$ cat src/rtl/nanorv32_tcm_mbank_arbitrer_if.sv
// Bus bundle between the CPU code/data ports, the multi-bank arbiter and the TCM banks.
// The slave modport is the arbiter's view; the master modport is the CPU/bank environment.
interface nanorv32_tcm_mbank_arbitrer_if #(
  parameter int NBANK   = 2,
  parameter int BANK_AW = 13
);
  logic [31:0]            cpu_codeif_addr;
  logic                   cpu_codeif_req;
  logic [31:0]            codeif_cpu_rdata;
  logic                   codeif_cpu_early_ready;
  logic                   codeif_cpu_err;

  logic [31:0]            cpu_dataif_addr;
  logic [31:0]            cpu_dataif_wdata;
  logic [3:0]             cpu_dataif_bytesel;
  logic                   cpu_dataif_req;
  logic [31:0]            dataif_cpu_rdata;
  logic                   dataif_cpu_early_ready;
  logic                   dataif_cpu_err;

  logic [NBANK-1:0]         bank_en;
  logic [NBANK*BANK_AW-1:0] bank_addr;
  logic [NBANK*32-1:0]      bank_din;
  logic [NBANK*4-1:0]       bank_bytesel;
  logic [NBANK*32-1:0]      bank_dout;
  logic [NBANK-1:0]         bank_ready_nxt;

  modport slave (
    input  cpu_codeif_addr, cpu_codeif_req,
    output codeif_cpu_rdata, codeif_cpu_early_ready, codeif_cpu_err,
    input  cpu_dataif_addr, cpu_dataif_wdata, cpu_dataif_bytesel, cpu_dataif_req,
    output dataif_cpu_rdata, dataif_cpu_early_ready, dataif_cpu_err,
    output bank_en, bank_addr, bank_din, bank_bytesel,
    input  bank_dout, bank_ready_nxt
  );

  modport master (
    output cpu_codeif_addr, cpu_codeif_req,
    input  codeif_cpu_rdata, codeif_cpu_early_ready, codeif_cpu_err,
    output cpu_dataif_addr, cpu_dataif_wdata, cpu_dataif_bytesel, cpu_dataif_req,
    input  dataif_cpu_rdata, dataif_cpu_early_ready, dataif_cpu_err,
    input  bank_en, bank_addr, bank_din, bank_bytesel,
    output bank_dout, bank_ready_nxt
  );
endinterface

$ cat src/rtl/nanorv32_tcm_mbank_arbitrer.sv
// Routes the nanorv32 code and data ports onto NBANK TCM banks by address, with data
// priority on bank conflicts, a bounded code-starvation escape and out-of-range errors.
module nanorv32_tcm_mbank_arbitrer #(
  parameter int NBANK      = 2,
  parameter int BANK_AW    = 13,
  parameter int STARVE_MAX = 3
) (
  input  logic                           clk,
  input  logic                           rst_n,
  nanorv32_tcm_mbank_arbitrer_if.slave   bus
);
  localparam int BI = $clog2(NBANK);
  localparam int HI = BANK_AW + 2 + BI;
  localparam int SW = (STARVE_MAX < 2) ? 1 : $clog2(STARVE_MAX + 1);
  localparam logic [SW-1:0] SMAX = SW'(STARVE_MAX);

  logic [BI-1:0]      w_c_idx, w_d_idx;
  logic [BANK_AW-1:0] w_c_wa, w_d_wa;
  logic               w_c_oor, w_d_oor;
  logic               w_c_elig, w_d_elig;
  logic               w_conflict, w_code_pri;
  logic               w_c_gnt, w_d_gnt;
  logic               w_c_oor_acc, w_d_oor_acc;
  logic               w_c_acc, w_d_acc;
  logic               w_unused;

  logic [SW-1:0]      r_starve;
  logic               r_c_vld, r_c_err, r_d_vld, r_d_err;
  logic [BI-1:0]      r_c_idx, r_d_idx;

  // Address decode
  assign w_c_idx = bus.cpu_codeif_addr[BANK_AW+2 +: BI];
  assign w_d_idx = bus.cpu_dataif_addr[BANK_AW+2 +: BI];
  assign w_c_wa  = bus.cpu_codeif_addr[BANK_AW+1:2];
  assign w_d_wa  = bus.cpu_dataif_addr[BANK_AW+1:2];
  assign w_c_oor = |bus.cpu_codeif_addr[31:HI];
  assign w_d_oor = |bus.cpu_dataif_addr[31:HI];
  assign w_unused = &{1'b0, bus.cpu_codeif_addr[1:0], bus.cpu_dataif_addr[1:0]};

  // Eligibility and arbitration; a busy target bank never counts as a conflict
  assign w_c_elig   = rst_n & bus.cpu_codeif_req & ~w_c_oor & bus.bank_ready_nxt[w_c_idx];
  assign w_d_elig   = rst_n & bus.cpu_dataif_req & ~w_d_oor & bus.bank_ready_nxt[w_d_idx];
  assign w_conflict = w_c_elig & w_d_elig & (w_c_idx == w_d_idx);
  assign w_code_pri = (STARVE_MAX != 0) && (r_starve == SMAX);
  assign w_c_gnt    = w_c_elig & (~w_conflict | w_code_pri);
  assign w_d_gnt    = w_d_elig & (~w_conflict | ~w_code_pri);

  assign w_c_oor_acc = rst_n & bus.cpu_codeif_req & w_c_oor;
  assign w_d_oor_acc = rst_n & bus.cpu_dataif_req & w_d_oor;
  assign w_c_acc     = w_c_gnt | w_c_oor_acc;
  assign w_d_acc     = w_d_gnt | w_d_oor_acc;

  always_ff @(posedge clk) begin
    if (!rst_n) begin
      r_starve <= '0;
    end else if (w_c_gnt) begin
      r_starve <= '0;
    end else if (w_conflict && (r_starve != SMAX)) begin
      r_starve <= r_starve + 1'b1;
    end
  end

  // Response registers: one outstanding response per master, consumed in T+1
  always_ff @(posedge clk) begin
    if (!rst_n) begin
      r_c_vld <= 1'b0;
      r_c_err <= 1'b0;
      r_d_vld <= 1'b0;
      r_d_err <= 1'b0;
    end else begin
      r_c_vld <= w_c_acc;
      r_c_err <= w_c_oor_acc;
      r_d_vld <= w_d_acc;
      r_d_err <= w_d_oor_acc;
    end
  end

  always_ff @(posedge clk) begin
    r_c_idx <= w_c_idx;
    r_d_idx <= w_d_idx;
  end

  always_comb begin
    bus.bank_en      = '0;
    bus.bank_addr    = '0;
    bus.bank_din     = '0;
    bus.bank_bytesel = '0;
    for (int k = 0; k < NBANK; k++) begin
      if (w_d_gnt && (w_d_idx == BI'(k))) begin
        bus.bank_en[k]                      = 1'b1;
        bus.bank_addr[k*BANK_AW +: BANK_AW] = w_d_wa;
        bus.bank_din[k*32 +: 32]            = bus.cpu_dataif_wdata;
        bus.bank_bytesel[k*4 +: 4]          = bus.cpu_dataif_bytesel;
      end else if (w_c_gnt && (w_c_idx == BI'(k))) begin
        bus.bank_en[k]                      = 1'b1;
        bus.bank_addr[k*BANK_AW +: BANK_AW] = w_c_wa;
      end
    end
  end

  // Gating with rst_n drops a response that was pending when reset arrived
  assign bus.codeif_cpu_early_ready = w_c_acc;
  assign bus.dataif_cpu_early_ready = w_d_acc;
  assign bus.codeif_cpu_err   = rst_n & r_c_vld & r_c_err;
  assign bus.dataif_cpu_err   = rst_n & r_d_vld & r_d_err;
  assign bus.codeif_cpu_rdata = (rst_n && r_c_vld && !r_c_err) ? bus.bank_dout[32*r_c_idx +: 32] : 32'h0;
  assign bus.dataif_cpu_rdata = (rst_n && r_d_vld && !r_d_err) ? bus.bank_dout[32*r_d_idx +: 32] : 32'h0;
endmodule
$ cat src/flat_wrapper.sv
// flat-port wrapper written by rule: the top's interface ports become plain ports
module nanorv32_tcm_mbank_arbitrer_flat 
#(
  parameter int NBANK      = 2,
  parameter int BANK_AW    = 13,
  parameter int STARVE_MAX = 3
)
  (clk, rst_n, bus_cpu_codeif_addr, bus_cpu_codeif_req, bus_codeif_cpu_rdata, bus_codeif_cpu_early_ready, bus_codeif_cpu_err, bus_cpu_dataif_addr, bus_cpu_dataif_wdata, bus_cpu_dataif_bytesel, bus_cpu_dataif_req, bus_dataif_cpu_rdata, bus_dataif_cpu_early_ready, bus_dataif_cpu_err, bus_bank_en, bus_bank_addr, bus_bank_din, bus_bank_bytesel, bus_bank_dout, bus_bank_ready_nxt);
  nanorv32_tcm_mbank_arbitrer_if #(.NBANK(NBANK), .BANK_AW(BANK_AW)) bus_i ();
  input  logic clk;
  input  logic rst_n;
  input wire logic [$bits(bus_i.cpu_codeif_addr)-1:0] bus_cpu_codeif_addr;
  input wire logic [$bits(bus_i.cpu_codeif_req)-1:0] bus_cpu_codeif_req;
  output wire logic [$bits(bus_i.codeif_cpu_rdata)-1:0] bus_codeif_cpu_rdata;
  output wire logic [$bits(bus_i.codeif_cpu_early_ready)-1:0] bus_codeif_cpu_early_ready;
  output wire logic [$bits(bus_i.codeif_cpu_err)-1:0] bus_codeif_cpu_err;
  input wire logic [$bits(bus_i.cpu_dataif_addr)-1:0] bus_cpu_dataif_addr;
  input wire logic [$bits(bus_i.cpu_dataif_wdata)-1:0] bus_cpu_dataif_wdata;
  input wire logic [$bits(bus_i.cpu_dataif_bytesel)-1:0] bus_cpu_dataif_bytesel;
  input wire logic [$bits(bus_i.cpu_dataif_req)-1:0] bus_cpu_dataif_req;
  output wire logic [$bits(bus_i.dataif_cpu_rdata)-1:0] bus_dataif_cpu_rdata;
  output wire logic [$bits(bus_i.dataif_cpu_early_ready)-1:0] bus_dataif_cpu_early_ready;
  output wire logic [$bits(bus_i.dataif_cpu_err)-1:0] bus_dataif_cpu_err;
  output wire logic [$bits(bus_i.bank_en)-1:0] bus_bank_en;
  output wire logic [$bits(bus_i.bank_addr)-1:0] bus_bank_addr;
  output wire logic [$bits(bus_i.bank_din)-1:0] bus_bank_din;
  output wire logic [$bits(bus_i.bank_bytesel)-1:0] bus_bank_bytesel;
  input wire logic [$bits(bus_i.bank_dout)-1:0] bus_bank_dout;
  input wire logic [$bits(bus_i.bank_ready_nxt)-1:0] bus_bank_ready_nxt;
  assign bus_i.cpu_codeif_addr = bus_cpu_codeif_addr;
  assign bus_i.cpu_codeif_req = bus_cpu_codeif_req;
  assign bus_codeif_cpu_rdata = bus_i.codeif_cpu_rdata;
  assign bus_codeif_cpu_early_ready = bus_i.codeif_cpu_early_ready;
  assign bus_codeif_cpu_err = bus_i.codeif_cpu_err;
  assign bus_i.cpu_dataif_addr = bus_cpu_dataif_addr;
  assign bus_i.cpu_dataif_wdata = bus_cpu_dataif_wdata;
  assign bus_i.cpu_dataif_bytesel = bus_cpu_dataif_bytesel;
  assign bus_i.cpu_dataif_req = bus_cpu_dataif_req;
  assign bus_dataif_cpu_rdata = bus_i.dataif_cpu_rdata;
  assign bus_dataif_cpu_early_ready = bus_i.dataif_cpu_early_ready;
  assign bus_dataif_cpu_err = bus_i.dataif_cpu_err;
  assign bus_bank_en = bus_i.bank_en;
  assign bus_bank_addr = bus_i.bank_addr;
  assign bus_bank_din = bus_i.bank_din;
  assign bus_bank_bytesel = bus_i.bank_bytesel;
  assign bus_i.bank_dout = bus_bank_dout;
  assign bus_i.bank_ready_nxt = bus_bank_ready_nxt;
  nanorv32_tcm_mbank_arbitrer #(.NBANK(NBANK), .BANK_AW(BANK_AW), .STARVE_MAX(STARVE_MAX)) u_core (.clk(clk), .rst_n(rst_n), .bus(bus_i));
endmodule
$ cat config.mk
export PLATFORM = sky130hd
export DESIGN_NAME = nanorv32_tcm_mbank_arbitrer_flat
export DESIGN_NICKNAME = d
export VERILOG_FILES = /design/src/rtl/nanorv32_tcm_mbank_arbitrer_if.sv /design/src/rtl/nanorv32_tcm_mbank_arbitrer.sv /design/src/flat_wrapper.sv
export SDC_FILE = /design/constraint.sdc
export NUM_CORES = 1
export LEC_CHECK = 0
export CAP_MARGIN = 20
export CORE_AREA = 2 2 133 135
export DETAILED_ROUTE_END_ITERATION = 10
export DIE_AREA = 0 0 135 137
export GPL_TIMING_DRIVEN = 0
export MAX_ROUTING_LAYER = met4
export PLACE_DENSITY = 0.49
export SLEW_MARGIN = 20
export SYNTH_ARGS = -nofsm -noshare
export SYNTH_HDL_FRONTEND = slang
export SYNTH_SLANG_ARGS = --single-unit
export TNS_END_PERCENT = 1
$ cat constraint.sdc
create_clock -name clk -period 2 [get_ports clk]
set_clock_uncertainty 0.2 [all_clocks]
set_input_delay 0.2 -clock clk [delete_from_list [all_inputs] [get_ports clk]]
set_output_delay 0.2 -clock clk [all_outputs]
set_load 0.01 [all_outputs]
# After elaboration in Yosys (flattened, before gate mapping)
# Cells that the tools add are included.
# op_classes
shifts,2
reduce_logical,14
add_sub_neg,1
n_div,0
bitwise,27
eq_ne,3
mul,0
n_mux,18
order_cmp,2
# op_table
operator,count
two-way mux 32 bit,4
indexed part select 64 x 7 -> 32 bit,2
two-way mux 13 bit,4
OR reduction 16 bit,2
AND 1 bit,16
logical AND 1 bit,9
two-way mux 1 bit,8
two-way mux 4 bit,2
inverter 1 bit,7
< comparator 1 x 2 -> 1 bit (second input constant),2
bitwise OR 1 bit,4
adder 2 x 1 -> 2 bit (second input constant),1
equality test 2 bit (second input constant),1
zero test 1 bit,2
inequality test 2 bit (second input constant),1
OR reduction 2 bit,1
equality test 1 bit,1
# totals
in_bits,170
romBits,0
n_memories,0
ramBits,0
ff_bits,8
output_inout_bits,168
latchBits,0
word_cells,74

# Depth between registers and ports, before layout
# depth
ltp_word,12
ltp_mapped,8
mapped_depth_nobuf,5

# Worst setup path after synthesis
# OpenSTA, ideal clock, no wires.
# synth_path
path_kind,in2out
startpoint,in bus_cpu_codeif_addr[25]
endpoint,out bus_bank_addr[17]
setup_slack_ns,-0.146
path_stages,5
arrival_ns,1.746
required_ns,1.600
n_path_buf,1
cell_sequence,or4_4 > nor4_4 > nor3_1 > clkbuf_1 > a22o_1
# synth_via
elab_chain_cells,12
word_cells_on_any_way,15
cone_classes,mux (2); bitwise (10); reduce/logical (3)
# synth_lines
element,line_no,source
"start, declared",flat_wrapper.sv:12,input wire logic [$bits(bus_i.cpu_codeif_addr)-1:0] bus_cpu_codeif_addr;
OR reduction 16 bit *,nanorv32_tcm_mbank_arbitrer.sv:36,assign w_c_oor = |bus.cpu_codeif_addr[31:HI];
inverter 1 bit *,nanorv32_tcm_mbank_arbitrer.sv:41,assign w_c_elig = rst_n & bus.cpu_codeif_req & ~w_c_oor & bus.bank_ready_nxt[w_c_idx];
AND 1 bit * (2 in a row),nanorv32_tcm_mbank_arbitrer.sv:41,
AND 1 bit (2 in a row),nanorv32_tcm_mbank_arbitrer.sv:43,assign w_conflict = w_c_elig & w_d_elig & (w_c_idx == w_d_idx);
inverter 1 bit,"nanorv32_tcm_mbank_arbitrer.sv:45, nanorv32_tcm_mbank_arbitrer.sv:46",
bitwise OR 1 bit,nanorv32_tcm_mbank_arbitrer.sv:45,assign w_c_gnt = w_c_elig & (~w_conflict | w_code_pri);
AND 1 bit,nanorv32_tcm_mbank_arbitrer.sv:45,
logical AND 1 bit,nanorv32_tcm_mbank_arbitrer.sv:94,end else if (w_c_gnt && (w_c_idx == BI'(k))) begin
two-way mux 13 bit,nanorv32_tcm_mbank_arbitrer.sv:94,
two-way mux 13 bit *,nanorv32_tcm_mbank_arbitrer.sv:89,if (w_d_gnt && (w_d_idx == BI'(k))) begin
"end, declared",flat_wrapper.sv:25,output wire logic [$bits(bus_i.bank_addr)-1:0] bus_bank_addr;
# Mark *: on every way between the ends. The rest lies on a longest branch, timed or not.

# Worst setup path in the final report
# layout_path
startpoint,in bus_cpu_codeif_addr[25]
endpoint,out bus_bank_addr[5]
# Same word-level chain as after synthesis.

==> metrics <==
status=complete, but fails checks; failing checks=negative setup slack; Buf/Inv on CP=6; Worst Setup Start Kind=input pin; Area Overhead vs Synth=180%; setup violators final=156; Initial Utilization=13.5%; Hold Path Class=in2reg; internal power=850 uW; Post-Syn Instances=342; largest fanout on the critical path=5; GR Util All Layers=18.0%; Final Core Density=37.8%; CTS root buf=clkbuf_16; CTS Buffer Depth=2; detailed-router iteration count before antenna repair=4; Pwr Density=186 nW/um^2; Worst VDD drop=0.181 mV; CP delay by family, top=simple AND/OR/NAND/NOR gates; I/O pin total=338; syn avg cell area=6.72 um^2; crit path cell chain=buf_6, or4_4, nor3_4, buf_6, a311oi_4, buf_6, buf_12, buf_6, a22o_1, buf_2; sequential power share=14.1%; Lkg Pwr=0.00304 uW; Tightest Pin Transition=562 ps; GPL Wtd Cong=0.843; max_cap viols=0; synthesis-stage register bit count=8; final hold violation count=0; RSZ-0062 raised after global routing=yes; GRT Residual Overflow=0; Worst path most repeated cell=buf_6; die width=135 um; num rows=48; commonest non-fill, non-tap cell in the layout=clkdlybuf4s50_1; vias per inst=4.33; Ys Warns=0; Clock power frac=27.8%; TritonCTS buffer count=3; Mapped Nets=513; Sw Ratio=29.0%; CP Class=in2out; Mapped Area=2300 um^2; Fin Setup TNS=-48990 ps; initial antenna violation count=4; area of the core=17100 um^2; Worst EP required=1600 ps; CP arrival=2110 ps; r2r setup slk=100 ps; Synth cell types=32; layout cells sized above 1=31.3%; Hold Path Stages=1; drt wl/cell=18.6 um; CP Depth=10; vias in the first global route=4326; Routed Antenna Nets=0; DRC viols=0; Fmax=398 MHz; number of port buffers=332; final worst-path setup slack=-510 ps; crit path time final=2510 ps; Comb pwr share=58.0%; most frequent cells in the layout=clkdlybuf4s50_1 (181), buf_2 (88), nor2_1 (68); 1st-iter DRT viols=151; Layout Nets=883; Die Area=18500 um^2; CP endpoint kind=primary output; final WL=17500 um; hpwl dp=13800 um; H-tree Lvls=1; Largest stage delay, worst path=580 ps; Max stage delay cell, worst path=or4_4; sequential share of the synthesized area=6.97%; Clock Latency Late Sink=230 ps; final worst-path cycle share=126%; TritonCTS clock tree=done; first-pass GRT wire length=25100 um; Switch Pwr=347 uW; worst-case reg-to-reg path depth=7; Clock transition at path regs=40 ps; Final Max Slew Viols=0; via count=4066; Die H=137 um; slew margin rel.=62.5%; maximum number of pins on one net before global-route repair=11; Num Clock Sinks=8
[path summary, 6_finish.rpt]
kind / start / to
min reg2reg: u_core.r_starve[1] / u_core.r_starve[1]
max: bus_cpu_codeif_addr[25] / bus_bank_addr[5]
min: bus_cpu_codeif_addr[15] / u_core.r_c_idx
max reg2reg: u_core.r_starve[0] / u_core.r_starve[0]
[metrics by stage]
step	setup WS, ps	hold WS [ps]	cells	total power [uW]	cell area (um^2)
floorplan	-74.2	27.7	342	364	2380
global placement	-1780	252	899	837	5980
detailed placement	-1820	262	899	845	5980
CTS	-503	98.2	933	1200	6280
global route	-577	105	939	1260	6440
finish	-510	93.2	940	1200	6440
[routing by layer]
| metal | vias up | GRT usage [%] | wire [um] |
|---|---|---|---|
| li1 | 1942 | - | - |
| met1 | 1869 | 19.5 | 6500 |
| met2 | 241 | 33.4 | 9240 |
| met3 | 14 | 4.37 | 1600 |
| met4 | 0 | 3.94 | 153 |
| met5 | - | - | 0 |
[kinds of logic after synthesis]
logic type	synth area share, %
muxes	28.8
AOI/OAI and AO/OA	12.8
DFF	6.97
and+or+nand+nor	44.6
adders and majority gates	0.544
buffers and inverters	5.93
xor gates and xnor gates	0.381
[cell type report]
| type | instances | area, um^2 |
|---|---|---|
| inverters | 3 | 11.3 |
| clock buffers | 3 | 75.1 |
| diodes | 5 | 12.5 |
| well taps | 225 | 282 |
| multi-input cells | 300 | 2280 |
| flip-flops and latches | 8 | 160 |
| repair buffers | 366 | 3270 |
| fillers | 1790 | 10600 |
| plain buffers | 30 | 352 |
[registers in the layout (all words and copies together), names as in the netlist]
name,count
u_core.r_d_err,1
u_core.r_d_idx,1
u_core.r_c_vld,1
u_core.r_starve,2
u_core.r_d_vld,1
u_core.r_c_err,1
u_core.r_c_idx,1
[power by group through the flow]
stage	Sequential (uW)	Combinational, uW	Clock [uW]
after floorplan	171	194	0
after detailed placement	172	674	0
after CTS	169	688	339
final	169	695	333
after global routing	170	743	352
after global placement	171	665	0
[Yosys cell counts]
library cell	instances	area [um^2]
a21boi_0	1	7.51
a21boi_1	1	7.51
a22o_1	18	158
a311oi_1	1	8.76
and2_1	72	450
and3_1	6	37.5
and4_1	1	8.76
buf_1	6	22.5
buf_2	7	35.0
clkbuf_1	18	67.6
dfxtp_1	8	160
ha_1	1	12.5
inv_1	3	11.3
mux2_1	1	11.3
mux2i_1	65	651
nand2_1	6	22.5
nand3_1	22	110
nand3b_1	2	15.0
nor2_1	69	259
nor3_1	4	20.0
nor3_2	1	10.0
nor4_1	7	43.8
nor4_4	1	21.3
o21ai_0	1	5.00
o21ai_1	2	10.0
o22ai_1	11	68.8
o311a_1	2	20.0
o311ai_1	1	8.76
or3_1	1	6.26
or3b_1	1	8.76
or4_4	1	11.3
xor2_1	1	8.76
[timing repair]
action	4_1_cts	5_1_grt
pin swaps	49	10
setup buffers	22	2
resized for setup	611	49
hold buffers	0	0
setup endpoints to repair	170	165
cloned	10	0
Note: power is estimated with default switching activity, not from simulation.
